[config.mk]
export PLATFORM = sky130hd
export DESIGN_NAME = exp_align_pipe
export DESIGN_NICKNAME = d
export VERILOG_FILES = /design/src/rtl/fpu_pkg.sv /design/src/rtl/sticky_rshift.sv /design/src/rtl/exp_align_pipe.sv
export SDC_FILE = /design/constraint.sdc
export NUM_CORES = 1
export LEC_CHECK = 0
export CAP_MARGIN = 20
export CORE_ASPECT_RATIO = 1.1
export CORE_MARGIN = 3
export CORE_UTILIZATION = 61
export CTS_BUF_LIST = sky130_fd_sc_hd__clkbuf_8
export CTS_CLUSTER_DIAMETER = 40
export CTS_CLUSTER_SIZE = 14
export DETAILED_ROUTE_END_ITERATION = 8
export GPL_TIMING_DRIVEN = 0
export MAX_ROUTING_LAYER = met4
export PLACE_DENSITY = 0.89
export SETUP_SLACK_MARGIN = 0.3
export SYNTH_ARGS = -nofsm -noshare
export SYNTH_HDL_FRONTEND = slang
export SYNTH_HIERARCHICAL = 1
export SYNTH_SLANG_ARGS = --single-unit
[constraint.sdc]
create_clock -name clk -period 4.6 [get_ports clk]
set_clock_uncertainty 0.15 [all_clocks]
set_input_delay 0.69 -clock clk [delete_from_list [all_inputs] [get_ports clk]]
set_output_delay 0.69 -clock clk [all_outputs]
set_load 0.05 [all_outputs]
[src/rtl/fpu_pkg.sv]
// Shared FPU add/sub datapath definitions: default widths, GRS width and the
// aligned-operand bundle handed from the alignment stage to the mantissa adder.
package fpu_pkg;

    localparam int EW_DEF = 8;
    localparam int MW_DEF = 24;
    localparam int GRS_W  = 3;

    typedef struct packed {
        logic [EW_DEF-1:0]        exp_big;
        logic [MW_DEF-1:0]        man_big;
        logic [MW_DEF+GRS_W-1:0]  man_small_al;
        logic [EW_DEF-1:0]        diff;
        logic                     swap;
        logic                     eq;
    } align_bundle_t;

endpackage

[src/rtl/sticky_rshift.sv]
// Combinational barrel right shift that folds every shifted-out bit into the
// result LSB (sticky); shifts of W or more collapse to the OR of the input.
module sticky_rshift #(
    parameter int W  = 27,
    parameter int SW = 8
) (
    input  logic [W-1:0]  data_i,
    input  logic [SW-1:0] amt_i,
    output logic [W-1:0]  data_o
);

    logic [W-1:0] shifted_s;
    logic [W-1:0] lost_mask_s;
    logic         lost_s;

    // Shift, collect the lost bits, and apply the saturation rule.
    always_comb begin
        shifted_s   = data_i >> amt_i;
        lost_mask_s = ~({W{1'b1}} << amt_i);
        lost_s      = |(data_i & lost_mask_s);
        if (32'(amt_i) >= W) begin
            data_o = {{(W-1){1'b0}}, |data_i};
        end else begin
            data_o = {shifted_s[W-1:1], shifted_s[0] | lost_s};
        end
    end

endmodule

[src/rtl/exp_align_pipe.sv]
// Two-stage exponent compare / mantissa align pipeline feeding the FPU
// mantissa adder, with a valid/ready handshake at one pair per cycle.
module exp_align_pipe
    import fpu_pkg::*;
#(
    parameter int EW = EW_DEF,
    parameter int MW = MW_DEF
) (
    input  logic                clk,
    input  logic                rst_n,
    input  logic                in_valid,
    output logic                in_ready,
    input  logic [EW-1:0]       exp_a,
    input  logic [EW-1:0]       exp_b,
    input  logic [MW-1:0]       man_a,
    input  logic [MW-1:0]       man_b,
    output logic                out_valid,
    input  logic                out_ready,
    output logic [EW-1:0]       exp_big,
    output logic [MW-1:0]       man_big,
    output logic [MW+GRS_W-1:0] man_small_al,
    output logic [EW-1:0]       diff,
    output logic                swap,
    output logic                eq
);

    localparam int AW = MW + GRS_W;

    logic [EW:0]    sub_s;
    logic [EW-1:0]  d_s;
    logic [EW-1:0]  diff_s;
    logic           borrow_s;
    logic           eq_s;
    logic           swap_s;
    logic [EW-1:0]  exp_big_s;
    logic [MW-1:0]  man_big_s;
    logic [MW-1:0]  man_small_s;
    logic [AW-1:0]  aligned_s;

    logic           adv2_s;
    logic           in_ready_s;
    logic           load1_s;
    logic           load2_s;

    logic           v1_d, v1_q;
    logic [EW-1:0]  s1_exp_big_d, s1_exp_big_q;
    logic [MW-1:0]  s1_man_big_d, s1_man_big_q;
    logic [MW-1:0]  s1_man_small_d, s1_man_small_q;
    logic [EW-1:0]  s1_diff_d, s1_diff_q;
    logic           s1_swap_d, s1_swap_q;
    logic           s1_eq_d, s1_eq_q;

    logic           v2_d, v2_q;
    logic [EW-1:0]  s2_exp_big_d, s2_exp_big_q;
    logic [MW-1:0]  s2_man_big_d, s2_man_big_q;
    logic [AW-1:0]  s2_man_small_al_d, s2_man_small_al_q;
    logic [EW-1:0]  s2_diff_d, s2_diff_q;
    logic           s2_swap_d, s2_swap_q;
    logic           s2_eq_d, s2_eq_q;

    // Stage 1 compare: ties on exponent go to the larger mantissa so that the
    // downstream magnitude subtraction never goes negative.
    always_comb begin
        sub_s       = {1'b0, exp_a} - {1'b0, exp_b};
        borrow_s    = sub_s[EW];
        d_s         = sub_s[EW-1:0];
        diff_s      = borrow_s ? ({EW{1'b0}} - d_s) : d_s;
        eq_s        = (exp_a == exp_b);
        swap_s      = borrow_s | (eq_s & (man_b > man_a));
        exp_big_s   = swap_s ? exp_b : exp_a;
        man_big_s   = swap_s ? man_b : man_a;
        man_small_s = swap_s ? man_a : man_b;
    end

    sticky_rshift #(
        .W  (AW),
        .SW (EW)
    ) u_align (
        .data_i ({s1_man_small_q, {GRS_W{1'b0}}}),
        .amt_i  (s1_diff_q),
        .data_o (aligned_s)
    );

    // Handshake: stage 2 drains when empty or accepted; no skid buffer.
    always_comb begin
        adv2_s     = ~v2_q | out_ready;
        in_ready_s = ~v1_q | adv2_s;
        load1_s    = in_valid & in_ready_s;
        load2_s    = v1_q & adv2_s;
    end

    // Next-state for both stages; data registers only move on advance.
    always_comb begin
        v1_d              = in_ready_s ? in_valid : v1_q;
        s1_exp_big_d      = load1_s ? exp_big_s   : s1_exp_big_q;
        s1_man_big_d      = load1_s ? man_big_s   : s1_man_big_q;
        s1_man_small_d    = load1_s ? man_small_s : s1_man_small_q;
        s1_diff_d         = load1_s ? diff_s      : s1_diff_q;
        s1_swap_d         = load1_s ? swap_s      : s1_swap_q;
        s1_eq_d           = load1_s ? eq_s        : s1_eq_q;

        v2_d              = adv2_s ? v1_q : v2_q;
        s2_exp_big_d      = load2_s ? s1_exp_big_q : s2_exp_big_q;
        s2_man_big_d      = load2_s ? s1_man_big_q : s2_man_big_q;
        s2_man_small_al_d = load2_s ? aligned_s    : s2_man_small_al_q;
        s2_diff_d         = load2_s ? s1_diff_q    : s2_diff_q;
        s2_swap_d         = load2_s ? s1_swap_q    : s2_swap_q;
        s2_eq_d           = load2_s ? s1_eq_q      : s2_eq_q;
    end

    // Pipeline registers; reset drops any in-flight pair immediately.
    always_ff @(posedge clk or negedge rst_n) begin
        if (!rst_n) begin
            v1_q              <= 1'b0;
            s1_exp_big_q      <= {EW{1'b0}};
            s1_man_big_q      <= {MW{1'b0}};
            s1_man_small_q    <= {MW{1'b0}};
            s1_diff_q         <= {EW{1'b0}};
            s1_swap_q         <= 1'b0;
            s1_eq_q           <= 1'b0;
            v2_q              <= 1'b0;
            s2_exp_big_q      <= {EW{1'b0}};
            s2_man_big_q      <= {MW{1'b0}};
            s2_man_small_al_q <= {AW{1'b0}};
            s2_diff_q         <= {EW{1'b0}};
            s2_swap_q         <= 1'b0;
            s2_eq_q           <= 1'b0;
        end else begin
            v1_q              <= v1_d;
            s1_exp_big_q      <= s1_exp_big_d;
            s1_man_big_q      <= s1_man_big_d;
            s1_man_small_q    <= s1_man_small_d;
            s1_diff_q         <= s1_diff_d;
            s1_swap_q         <= s1_swap_d;
            s1_eq_q           <= s1_eq_d;
            v2_q              <= v2_d;
            s2_exp_big_q      <= s2_exp_big_d;
            s2_man_big_q      <= s2_man_big_d;
            s2_man_small_al_q <= s2_man_small_al_d;
            s2_diff_q         <= s2_diff_d;
            s2_swap_q         <= s2_swap_d;
            s2_eq_q           <= s2_eq_d;
        end
    end

    assign in_ready     = in_ready_s;
    assign out_valid    = v2_q;
    assign exp_big      = s2_exp_big_q;
    assign man_big      = s2_man_big_q;
    assign man_small_al = s2_man_small_al_q;
    assign diff         = s2_diff_q;
    assign swap         = s2_swap_q;
    assign eq           = s2_eq_q;

endmodule
; ---- Word level (Yosys, flattened, before mapping)
; Index checks and enable logic that the tools add are counted.
[word_totals]
ff_bits = 137
[op_classes]
n_addsub = 2
n_lt_le_gt_ge = 2
eq_ne = 1
shift = 2
muxes = 5
n_bitwise = 11
reduce_logical = 2
[op_table]
columns = operator, n
row1 = $mux W24, 2
row2 = $and A27 B27 Y27, 1
row3 = $mux W27, 1
row4 = $not A27 Y27, 1
row5 = $reduce_or A27 Y1, 1
row6 = $shl A27 B8 Y27 const A, 1
row7 = $shr A27 B8 Y27, 1
row8 = $gt A24 B24 Y1, 1
row9 = $reduce_or A24 Y1, 1
row10 = $mux W8, 2
row11 = $sub A8 B8 Y9, 1
row12 = $eq A8 B8 Y1, 1
row13 = $ge A8 B5 Y1 const B, 1
row14 = $sub A1 B8 Y8 const A, 1
row15 = $or A1 B1 Y1, 4
row16 = $and A1 B1 Y1, 3
row17 = $not A1 Y1, 2

; ---- Depth between registers and ports, before layout
[depth]
word_depth = 6
ltp_mapped = 13
mapped_depth_nobuf = 11

; ---- By module
; The synthesis kept the hierarchy.
[by_module_without_submodules]
columns = mod, instances, cells_per_inst, area_each_um2
row1 = exp_align_pipe, 1, 721, 7066.8
row2 = sticky_rshift, 1, 282, 2075.7

; ---- Worst setup path after synthesis
; Ideal clock, no wire load.
[synth_timing]
kind = input -> register
from = input port exp_a[0]
to = register s1_exp_big_q[0]
setup_time_ps = 132
arrival_time_ps = 2659
required_time_ps = 4318
path_slack_ps = 1659
path_stages = 13
path_cell_list = inv_1 ha_1 inv_1 fa_1 a211oi_2 o21ai_1 a31o_2 a21oi_2 nor2_1 buf_6 buf_6 a31oi_1 o21ai_1
[synth_between]
elab_chain_len = 4
word_cells_on_any_way = 5
classes_between = add/sub (1) / eq/ne (1) / mux (1) / bitwise (2)
[synth_rtl]
columns = element, line_no
row1 = from (decl), exp_align_pipe.sv:13  ; input logic [EW-1:0] exp_a,
row2 = branches (longest 3 deep; another with $sub A8 B8 Y9), --
row3 = $mux W8 *, exp_align_pipe.sv:70  ; exp_big_s = swap_s ? exp_b : exp_a;
row4 = to (signal assigned), exp_align_pipe.sv:115  ; s1_exp_big_q <= {EW{1'b0}};
row5 = to (signal assigned), exp_align_pipe.sv:130  ; s1_exp_big_q <= s1_exp_big_d;
row6 = to (decl), exp_align_pipe.sv:46  ; logic [EW-1:0] s1_exp_big_d, s1_exp_big_q;
; Every way passes the cells marked *.
; A chain may end at the register's enable or synchronous reset.

; ---- Final worst setup path
[layout_timing]
from = input port exp_b[0]
to = register s1_man_small_q[21]
[layout_between]
elab_chain_len = 4
word_cells_on_any_way = 5
classes_between = add/sub (1) / eq/ne (1) / mux (1) / bitwise (2)
[layout_rtl]
columns = element, line_no
row1 = from (decl), exp_align_pipe.sv:14  ; input logic [EW-1:0] exp_b,
row2 = branches (longest 2 deep; another with $sub A8 B8 Y9), --
row3 = $or A1 B1 Y1 *, exp_align_pipe.sv:69  ; swap_s = borrow_s | (eq_s & (man_b > man_a));
row4 = $mux W24 *, exp_align_pipe.sv:72  ; man_small_s = swap_s ? man_a : man_b;
row5 = to (signal assigned), exp_align_pipe.sv:117  ; s1_man_small_q <= {MW{1'b0}};
row6 = to (signal assigned), exp_align_pipe.sv:132  ; s1_man_small_q <= s1_man_small_d;
row7 = to (decl), exp_align_pipe.sv:48  ; logic [MW-1:0] s1_man_small_d, s1_man_small_q;
; Marks and branches as above.

==> flow_metrics.py <==
metrics = {
    "cts": {
        "htree_levels": 4,
        "root_buffer": "clkbuf_8",
        "cts_resized": 0,
        "clkLatencyLatePin_ps": 460,
        "clk_pin_slew_ps": 80,
        "cts_buffers": 17,
        "cts_sinks": 137,
        "cts_tree": "done",
        "cts_buffer_depth": 2,
    },
    "power_and_ir_drop": {
        "p_int_mw": 3.058,
        "power_density_nw_per_um2": 482.6,
        "p_switching_mw": 2.404,
        "seqPwrFrac": 0.312,
        "p_total_mw": 5.462,
        "p_leak_nw": 4.812,
        "clkPwrFrac": 0.213,
        "peakVddDrop_uv": 424.2,
        "p_sw_frac": 0.4401,
        "combPwrFrac": 0.476,
    },
    "logic_synthesis": {
        "synth_edf_count": 0,
        "ys.flop_type": "dfrtp_1",
        "netlist_instances": 1003,
        "ys_top_cells_by_count": "nand2_1, dfrtp_1, o21ai_0",
        "yosysTopAreaCell": "dfrtp_1",
        "syn_area_sq_um": 9143,
        "ys_warn_count": 6,
        "async_reset_ff_frac": 1.000,
        "synthMostInstantiatedCell": "nand2_1",
        "synthDistinctLibCells": 72,
        "avgSynthCellArea_sq_um": 9.115,
        "synth_top_area_frac": 0.3750,
        "netlist_top_cells_area": "dfrtp_1, mux2_2, nand2_1, a31oi_1, ha_1",
        "yosysSeqAreaShare": 0.3750,
        "ys_seq_elements": 137,
    },
    "global_route": {
        "grt_usage": 0.3820,
        "grt_max_degree": 98,
        "grt_pass1_wl_mm": 47.74,
        "grt_pass1_vias": 9092,
        "overflow": 0,
        "antenna_found_initial": 0,
    },
    "setup_path": {
        "crit_chain": "clkdlybuf4s50_1 -> ha_1 -> inv_1 -> fa_1 -> a211oi_2 -> o21ai_1 -> a31o_2 -> a21oi_2 -> nor2_1 -> clkbuf_1 -> a31oi_1 -> o21ai_1",
        "rr_endpoint": "man_small_al[0]",
        "worstPathArrival_ps": 3560,
        "cp_num_buf_inv": 3,
        "end_kind": "register",
        "crit_family": "compound AO/OA/AOI/OAI gates",
        "crit_top_cell": "o21ai_1",
        "cp-startpoint": "exp_b[0]",
        "setup.worst_path.class": "input port to register",
        "crit_fanout": 10,
        "cp-start-kind": "input port",
        "cp_slowest_stage_delay_ps": 500,
        "r2r-start": "s1_diff_q[5]",
        "crit_required_ps": 4770,
        "endpoint": "s1_man_small_q[21]",
        "path_depth": 12,
        "reg2reg_depth": 7,
        "rrSetupSlack_ps": 1540,
        "slowest_stage": "clkdlybuf4s50_1",
    },
    "sta": {
        "rsz0062_at_grt": "no",
        "post-route-period-util": 0.7382,
        "fin_crit_ps": 3396,
        "max_slew_margin": 0.2832,
        "finalSetupViolCount": 0,
        "slew_violations": 0,
        "worst_slew_pin_slew_ps": 1067,
        "finalHoldViolCount": 0,
        "max_freq_mhz": 294.5,
    },
    "min_path": {
        "hold_path_class": "register to register",
    },
    "final_layout": {
        "final.fill_count": 985,
        "antenna_cells": 0,
        "layout-area-overhead-vs-synth_pct": 23.80,
        "multiInputGateArea_sq_um": 5166,
        "nets": 1279,
        "fin_cells": 1382,
        "fin_util": 0.7773,
        "regArea_sq_um": 3428,
        "drive_gt1_frac": 0.1319,
    },
    "floorplanning": {
        "io_pins": 139,
        "core_sq_um": 14560,
        "start_util": 0.6279,
        "rows": 46,
        "dieWidth_um": 122.7,
        "die-area_sq_um": 16490,
        "die_h_um": 134.4,
    },
    "detailed_routing": {
        "final_antenna_net_count": 0,
        "vias_per_cell": 6.559,
        "wirelength_mm": 29.78,
        "vias": 9065,
        "drt_iter0_drc": 1089,
        "wl_per_cell_um": 21.55,
        "dr.pass1.iters": 6,
        "drc": 0,
    },
    "placement": {
        "numPortBuffers": 138,
        "dp_cells": 1349,
        "gp_congestion": 0.9839,
        "hpwlAfterDp_mm": 22.39,
    },
    "job": {
        "cap_violations": 0,
    },
    "outcome": {
        "status": "completed",
    },
}
[power groups by stage]
stage,logic [mW],clock network [mW],registers [mW]
5_1_grt,2.76,1.23,1.73
3_3_place_gp,2.51,0,1.70
2_1_floorplan,1.22,0,2.17
3_5_place_dp,2.54,0,1.72
4_1_cts,2.56,1.17,1.70
6_report,2.60,1.16,1.70
[area by class of cell]
cell class              count  area share
clock buffers              18     0.02189
flip-flops and latches    137      0.3029
multi-input cells         767      0.4564
clock inverters            14     0.01868
plain buffers              76     0.04079
inverters                  38     0.01260
well taps                 192     0.02122
repair buffers            140      0.1255
[kinds of logic (layout without fill, tap and decap cells)]
kind of cell	Yosys count	count (layout)	synth area share
compound gates	306	306	0.2020
xor+xnor	12	12	0.01150
fa+ha+maj	36	36	0.04968
buf+inv	114	286	0.06610
flops	137	137	0.3750
mux	110	110	0.1607
other cells	1	16	0.0004102
simple gates	287	287	0.1347
[placed cells by master (no fill, tap or decap), types with 8 or more instances in the layout]
cell	n
mux2_2	71
clkdlybuf4s50_1	137
conb_1	16
nor3_1	15
a21oi_1	39
dfrtp_1	137
buf_6	15
buf_1	11
clkbuf_1	32
o21ai_0	72
mux4_1	11
nand2_1	169
clkbuf_8	18
ha_1	33
inv_1	37
mux4_2	8
a31oi_1	66
o21ai_1	71
nand3_1	12
nand4_1	8
buf_2	15
a211oi_1	10
nor2_1	51
mux2i_1	20
[registers in the layout, indices dropped and copies added (netlist names), 8 cells and up]
register        cells
exp_big             8
s1_man_small_q     24
s1_exp_big_q        8
man_small_al       27
man_big            24
s1_diff_q           8
diff                8
s1_man_big_q       24
[metal layers]
layer / up-vias / share of wire / global-route usage
met5: - / 0 / -
met4: 0 / 0.068 / 0.2302
met3: 184 / 0.088 / 0.06833
met2: 644 / 0.48 / 0.5968
met1: 4253 / 0.37 / 0.4596
li1: 3984 / - / -
[worst min-delay path by stage]
| stage | start | endpoint | slack (ps) | cells after the start |
|---|---|---|---|---|
| floorplan | rst_n | diff[0] | 240 | 0 |
| global placement | v1_q | out_valid | 320 | 1 |
| detailed placement | s1_eq_q | s1_eq_q | 340 | 2 |
| CTS | v1_q | out_valid | 360 | 1 |
| global route | s1_man_big_q[9] | man_big[9] | 380 | 1 |
| finish | man_small_al[4] | man_small_al[4] | 360 | 1 |
[repair_timing]
action / in CTS / in global routing
hold buffers: 1 / 0
setup buffers: 0 / 0
endpoints found under the hold margin: 33 / 0
endpoints found under the setup margin: 0 / 0
[metrics by stage]
stage	cell area [sq um]	hold slack (ps)	setup WS [ps]	setup TNS, ps
finish	11320	361.0	1204	0
global route	11320	378.2	1054	0
CTS	11320	358.7	1211	0
detailed placement	10850	339.4	746.6	0
global placement	10820	317.4	-2629	-358130
floorplan	9199	244.4	1659	0
Power figures use the tool's default switching activity.
